`config.mk`:
```
export PLATFORM = sky130hd
export DESIGN_NAME = mul_div_unit
export DESIGN_NICKNAME = d
export VERILOG_FILES = /design/src/rtl/mul_div_unit.sv
export SDC_FILE = /design/constraint.sdc
export NUM_CORES = 1
export LEC_CHECK = 0
export CORE_UTILIZATION = 48
export CTS_CLUSTER_DIAMETER = 40
export CTS_CLUSTER_SIZE = 16
export DETAILED_ROUTE_END_ITERATION = 8
export PLACE_DENSITY = 0.69
export SLEW_MARGIN = 20
export SYNTH_ARGS = -nofsm -noshare
export SYNTH_HDL_FRONTEND = slang
export SYNTH_SLANG_ARGS = --single-unit
```
`constraint.sdc`:
```
create_clock -name clock -period 6.4 [get_ports clock]
set_input_delay 0.96 -clock clock [delete_from_list [all_inputs] [get_ports clock]]
set_output_delay 0.96 -clock clock [all_outputs]
set_load 0.03 [all_outputs]
```
`src/rtl/mul_div_unit.sv`:
```
`default_nettype none
// ============================================================================
// Module      : mul_div_unit
// Description : Sequential signed multiply/divide engine for the datapath ALU.
//               MUL uses radix-4 Booth (16 steps); DIV uses non-restoring
//               division on operand magnitudes (32 steps) plus a sign-fix
//               cycle. The 64-bit result feeds the Z register (hi/lo words).
// Ports       : clock        - system clock, rising edge
//               clear        - asynchronous active-high reset
//               start/opcode - request and operation select (sampled in IDLE)
//               a, b         - operands (Y register, bus), two's complement
//               busy, done   - handshake (done is a one-cycle pulse)
//               result_hi/lo - MUL product / DIV remainder and quotient
//               div_by_zero  - raised with done when DIV had b == 0
// Revision    : 1.0 - initial release
// ============================================================================
module mul_div_unit #(
    parameter logic [4:0] MUL_OP = 5'b10000,
    parameter logic [4:0] DIV_OP = 5'b10001
) (
    input  logic        clock,
    input  logic        clear,
    input  logic        start,
    input  logic [4:0]  opcode,
    input  logic [31:0] a,
    input  logic [31:0] b,
    output logic        busy,
    output logic        done,
    output logic [31:0] result_hi,
    output logic [31:0] result_lo,
    output logic        div_by_zero
);

    localparam logic [2:0] S_IDLE = 3'd0;
    localparam logic [2:0] S_MUL  = 3'd1;
    localparam logic [2:0] S_DIV  = 3'd2;
    localparam logic [2:0] S_FIX  = 3'd3;
    localparam logic [2:0] S_DONE = 3'd4;

    logic [2:0]  state_q, state_d;
    logic [4:0]  cnt_q, cnt_d;
    logic [33:0] hi_q, hi_d;      // Booth accumulator A, or DIV partial remainder
    logic [31:0] lo_q, lo_d;      // Booth multiplier Q, or DIV dividend/quotient
    logic        qm1_q, qm1_d;    // Booth q-1 bit
    logic [31:0] m_q, m_d;        // multiplicand, or divisor magnitude
    logic        sign_a_q, sign_a_d;
    logic        sign_b_q, sign_b_d;
    logic        dbz_q, dbz_d;    // pending div-by-zero flag, published at DONE
    logic        busy_q, busy_d;
    logic        done_q, done_d;
    logic [31:0] result_hi_q, result_hi_d;
    logic [31:0] result_lo_q, result_lo_d;
    logic        div_by_zero_q, div_by_zero_d;

    logic [33:0] booth_pp;
    logic [33:0] booth_sum;
    logic [32:0] div_ext;
    logic [32:0] div_shift;
    logic [32:0] div_sum;
    logic [32:0] rem_fix;

    always_comb begin
        // Booth recoding of {Q[1:0], q-1}: partial product in {0, +-M, +-2M}
        case ({lo_q[1:0], qm1_q})
            3'b001, 3'b010: booth_pp = {{2{m_q[31]}}, m_q};
            3'b011:         booth_pp = {m_q[31], m_q, 1'b0};
            3'b100:         booth_pp = -{m_q[31], m_q, 1'b0};
            3'b101, 3'b110: booth_pp = -{{2{m_q[31]}}, m_q};
            default:        booth_pp = 34'd0;
        endcase
        booth_sum = hi_q + booth_pp;

        // Non-restoring step: add divisor when remainder negative, else subtract.
        // Arithmetic is modulo 2^33; the true remainder always fits.
        div_ext   = {1'b0, m_q};
        div_shift = {hi_q[31:0], lo_q[31]};
        div_sum   = hi_q[32] ? (div_shift + div_ext) : (div_shift - div_ext);
        rem_fix   = hi_q[32] ? (hi_q[32:0] + div_ext) : hi_q[32:0];
    end

    always_comb begin
        state_d       = state_q;
        cnt_d         = cnt_q;
        hi_d          = hi_q;
        lo_d          = lo_q;
        qm1_d         = qm1_q;
        m_d           = m_q;
        sign_a_d      = sign_a_q;
        sign_b_d      = sign_b_q;
        dbz_d         = dbz_q;
        busy_d        = busy_q;
        done_d        = 1'b0;
        result_hi_d   = result_hi_q;
        result_lo_d   = result_lo_q;
        div_by_zero_d = div_by_zero_q;

        case (state_q)
            S_IDLE: begin
                if (start && (opcode == MUL_OP || opcode == DIV_OP)) begin
                    busy_d        = 1'b1;
                    div_by_zero_d = 1'b0;
                    cnt_d         = 5'd0;
                    sign_a_d      = a[31];
                    sign_b_d      = b[31];
                    qm1_d         = 1'b0;
                    hi_d          = 34'd0;
                    dbz_d         = 1'b0;
                    if (opcode == MUL_OP) begin
                        m_d     = a;
                        lo_d    = b;
                        state_d = S_MUL;
                    end else if (b == 32'd0) begin
                        // Divide by zero bypasses the datapath entirely
                        m_d     = 32'd0;
                        hi_d    = {2'b00, a};
                        lo_d    = 32'hFFFF_FFFF;
                        dbz_d   = 1'b1;
                        state_d = S_DONE;
                    end else begin
                        m_d     = b[31] ? -b : b;
                        lo_d    = a[31] ? -a : a;
                        state_d = S_DIV;
                    end
                end
            end
            S_MUL: begin
                hi_d  = {{2{booth_sum[33]}}, booth_sum[33:2]};
                lo_d  = {booth_sum[1:0], lo_q[31:2]};
                qm1_d = lo_q[1];
                cnt_d = cnt_q + 5'd1;
                if (cnt_q == 5'd15) state_d = S_DONE;
            end
            S_DIV: begin
                hi_d  = {div_sum[32], div_sum};
                lo_d  = {lo_q[30:0], ~div_sum[32]};
                cnt_d = cnt_q + 5'd1;
                if (cnt_q == 5'd31) state_d = S_FIX;
            end
            S_FIX: begin
                // Quotient truncates toward zero; remainder follows the dividend.
                // 0x80000000 / -1 wraps back to 0x80000000 through the negation.
                hi_d    = {2'b00, sign_a_q ? -rem_fix[31:0] : rem_fix[31:0]};
                lo_d    = (sign_a_q ^ sign_b_q) ? -lo_q : lo_q;
                state_d = S_DONE;
            end
            S_DONE: begin
                result_hi_d   = hi_q[31:0];
                result_lo_d   = lo_q;
                div_by_zero_d = dbz_q;
                done_d        = 1'b1;
                busy_d        = 1'b0;
                state_d       = S_IDLE;
            end
            default: state_d = S_IDLE;
        endcase
    end

    always_ff @(posedge clock or posedge clear) begin
        if (clear) begin
            state_q       <= S_IDLE;
            cnt_q         <= 5'd0;
            hi_q          <= 34'd0;
            lo_q          <= 32'd0;
            qm1_q         <= 1'b0;
            m_q           <= 32'd0;
            sign_a_q      <= 1'b0;
            sign_b_q      <= 1'b0;
            dbz_q         <= 1'b0;
            busy_q        <= 1'b0;
            done_q        <= 1'b0;
            result_hi_q   <= 32'd0;
            result_lo_q   <= 32'd0;
            div_by_zero_q <= 1'b0;
        end else begin
            state_q       <= state_d;
            cnt_q         <= cnt_d;
            hi_q          <= hi_d;
            lo_q          <= lo_d;
            qm1_q         <= qm1_d;
            m_q           <= m_d;
            sign_a_q      <= sign_a_d;
            sign_b_q      <= sign_b_d;
            dbz_q         <= dbz_d;
            busy_q        <= busy_d;
            done_q        <= done_d;
            result_hi_q   <= result_hi_d;
            result_lo_q   <= result_lo_d;
            div_by_zero_q <= div_by_zero_d;
        end
    end

    assign busy        = busy_q;
    assign done        = done_q;
    assign result_hi   = result_hi_q;
    assign result_lo   = result_lo_q;
    assign div_by_zero = div_by_zero_q;

endmodule
`default_nettype wire
```
==> key figures <==
Timing
  • Setup violators final: 0
  • Final setup TNS: 0 ns
  • RSZ-0062 raised after global routing: no
  • Final min period: about 6 ns
  • FMAX: 0.1665 GHz
  • Final Skew: ~0.010 ns
  • Relative slew slack: 22.46%
  • Fin. max-slew vios: 0
  • Part of the cycle the worst path needs: 93.82%
  • Endpoints failing hold: 0
  • Actual slew at the worst max-slew pin: 1.163 ns

Die
  • Initial Util: 48.68%
  • Std cell rows: 72
  • Die area: 0.03999 mm²
  • Die extent in y: about 200 µm
  • Io pins: 139
  • Core area: 0.03865 mm²
  • DIE WIDTH: 200.0 µm

Global routing
  • First-pass GRT wire length: about 120000 µm
  • Initial antenna violation count: 1
  • Met2 Use GR: between 50% and 60%
  • Vias in the first global route: approximately 19000
  • Met1 Use GR: ~50%
  • Largest net degree at the start of global routing: 84
  • Total grt overflow: 0
  • GRT busiest layer: met2
  • Met3 layer usage reported by global route: 7.493%
  • Total GRT Usage: between 30% and 40%

Worst setup path
  • Worst reg2reg setup slack: 0.40 ns
  • Critical Path Source Type: flip-flop
  • Arrival time worst endpoint: ~6.4 ns
  • CP Capture Point: hi_q[28]
  • Worst R2R Start: m_q[2]
  • Critical Path RT: 6.81 ns
  • Slowest cell on crit path: or4_1
  • Crit path kind: reg2reg
  • Reg2Reg Capture Point: hi_q[28]
  • CP endpoint kind: flip-flop
  • Crit-path max FO: 8
  • Critical Path Start: m_q[2]
  • CP Cell Sequence: or3_1, or3_1, or3_1, or3_1, or3_1, nor3_1, nor2_1, xor2_1, a211oi_1, o21ai_0, ha_1, nand3_1, or4_1, a41oi_1, buf_4, a211oi_1, or3_1, o21ai_2, xnor2_1, a311o_1, o21ai_0
  • Worst r2r path cells: 21
  • Most used cell, CP: or3_1
  • Worst path max stage delay: 0.56 ns

CTS
  • Postcts setup bufs: 0
  • Longest Clk Path Bufs: 2
  • Clock transition at the registers of the reported paths: 0.08 ns
  • # H-tree levels: 4
  • Clock Sinks: 176
  • CTS tree: done
  • Clock root cell: clkbuf_16
  • CTS Hold Buffers Added: 0
  • CTS buffer count: 17
  • Resized cells post-CTS: 0
  • Clock latency on the worst-skew pair: around 0.5 ns

Cells and area
  • Layout area overhead: 13.75%
  • Leading cell type in the layout, fill and taps excluded: nand2_1
  • Most frequent cells in the layout: nand2_1 (248), a21oi_1 (231), o21ai_0 (227)
  • Share of cells above drive strength 1: 8.458%
  • Post-layout util: 55.38%
  • Nets: around 2700

Logic synthesis
  • Cell area after synthesis: 0.01881 mm²
  • YS warnings: 0
  • Syn_area_per_cell: 7.617 µm²
  • Ys async rst share: 100.0%
  • Distinct cell type count after synthesis: 90
  • Number of flops mapped to enable cells by yosys: 0
  • Top FF cell, synth: dfrtp_1
  • Flops & latches, synth: 176
  • Sequential fraction of the synthesis area: 23.41%
  • Gate count of the mapped netlist: roughly 2500
  • Syn nets: 2649

Detailed routing
  • Drt pass-1 iters: 6
  • Vias/cell: 6.661
  • Wirelength per Cell: 24.82 µm
  • ANT nets after route: 0
  • DR vias: a little over 20000
  • Remaining DRCs: 0
  • DRT iter0 DRCs: 2372
  • Drt total wl: 75670 µm

Run status
  • Status: finished, final reports clean

Place
  • Final HPWL DP: about 57000 µm
  • Gp weighted congestion: 1.043
  • PortBufs: 138

Power and ir drop
  • Ratio of total power to cell area: approximately 670 mW/mm²
  • P_leak: 8.896 nW
  • Worst IR Drop VDD: 343.5 µV

Flow run
  • Total of max-cap violations: 0

Worst hold path
  • Hold WC Path Type: reg2reg
[sequential cells by signal (all words and copies together) (netlist names)]
| name | flops |
|---|---|
| sign_a_q | 1 |
| done | 1 |
| div_by_zero | 1 |
| result_hi | 32 |
| lo_q | 32 |
| m_q | 32 |
| dbz_q | 1 |
| result_lo | 32 |
| qm1_q | 1 |
| state_q | 3 |
| sign_b_q | 1 |
| hi_q | 33 |
| cnt_q | 5 |
| busy | 1 |
[stage by stage]
step           hold slack (ns)  instance area (µm²)  power [mW]  worst slack, ns  cells
4_1_cts                 0.4923                21390       13.96           0.3863   3048
3_3_place_gp            0.4669                20740       12.52           0.4871   3016
5_1_grt                 0.5191                21400       15.31        0.0003855   3048
6_report                0.4885                21400       14.28           0.3954   3049
3_5_place_dp            0.4737                20740       12.69           0.4165   3016
2_1_floorplan           0.4497                18810       9.869           0.3974   2470
[per-layer routing]
| metal | routed length [µm] | vias to the layer above |
|---|---|---|
| met5 | 0 | - |
| met4 | 3805 | 0 |
| met3 | 7063 | 196 |
| met2 | 33120 | 1081 |
| met1 | 31680 | 9749 |
| li1 | - | 9282 |
[kinds of logic after synthesis]
kind of cell               synth area share (%)
AOI/OAI and AO/OA                         29.56
xor gates and xnor gates                  9.962
adders and majority gates                 7.236
buffers and inverters                     4.609
DFF                                       23.41
muxes                                     4.921
and+or+nand+nor                           20.30
[synthesized netlist by cell type (8+ instances only)]
cell      instances  share of area (%)
nor2b_1          19               0.63
o21ai_0         228                6.1
dfrtp_1         176                 23
ha_1            104                6.9
a31oi_1          23               0.76
o211ai_1         20               0.80
inv_1            47               0.94
a221oi_1         22                1.0
nor4_1           21               0.70
and3_1           14               0.47
buf_1            16               0.32
clkbuf_1        152                3.0
a222oi_1         12               0.64
a211o_1           8               0.37
nand2_1         250                5.0
or4_1            20               0.80
mux2i_1          16               0.85
nor2_1          203                4.1
xor2_1          101                4.7
o311ai_0         13               0.61
o21a_1           24               0.96
nand2b_1         27               0.90
o31ai_1          41                1.6
nor3_1           86                2.3
nand4_1          18               0.60
xnor2_1         113                5.3
or3_1            39                1.3
o41ai_1          14               0.65
nand3_1          44                1.2
o22ai_1          19               0.63
a21o_1           47                1.9
mux2_2           68                4.1
and2_1           10               0.33
a22o_1           28                1.3
a211oi_1         31                1.2
a21oi_1         232                6.2
a22oi_1          15               0.60
o221ai_1         15               0.70
[worst min path at each step]
stage                              to  cells past startpoint   from
after CTS                       dbz_q                      2  dbz_q
after detailed placement        dbz_q                      2  dbz_q
after global routing      div_by_zero                      2  dbz_q
after global placement          dbz_q                      2  dbz_q
after floorplan                 dbz_q                      2  dbz_q
final                           dbz_q                      2  dbz_q
[final cells by class]
type | instances | area (µm²)
diodes | 1 | 2.502
clock buffers | 17 | 425.4
clock inverters | 15 | 229.0
fillers | 3641 | 17250
inverters | 53 | 206.4
multi-input cells | 2067 | 13610
flip-flops and latches | 176 | 4407
well taps | 518 | 648.1
repair buffers | 202 | 1874
[report_power, final]
part           switching (mW)  leakage, nW  total (mW)  internal, mW
logic                    6.39         6.31        10.7          4.31
registers               0.874         2.27        2.36          1.49
clock network           0.597        0.317        1.21         0.611
[worst max-delay path: cells and delay by family, from the launching register on]
| family | cells | cell delay [ns] |
|---|---|---|
| AOI/OAI and AO/OA | 7 | 1.31 |
| xor gates and xnor gates | 2 | 0.24 |
| adders and majority gates | 1 | 0.42 |
| buffers and inverters | 1 | 0.15 |
| DFF | 1 | 0.48 |
| and+or+nand+nor | 10 | 3.32 |
No activity file was read; power rests on OpenSTA's default activity.
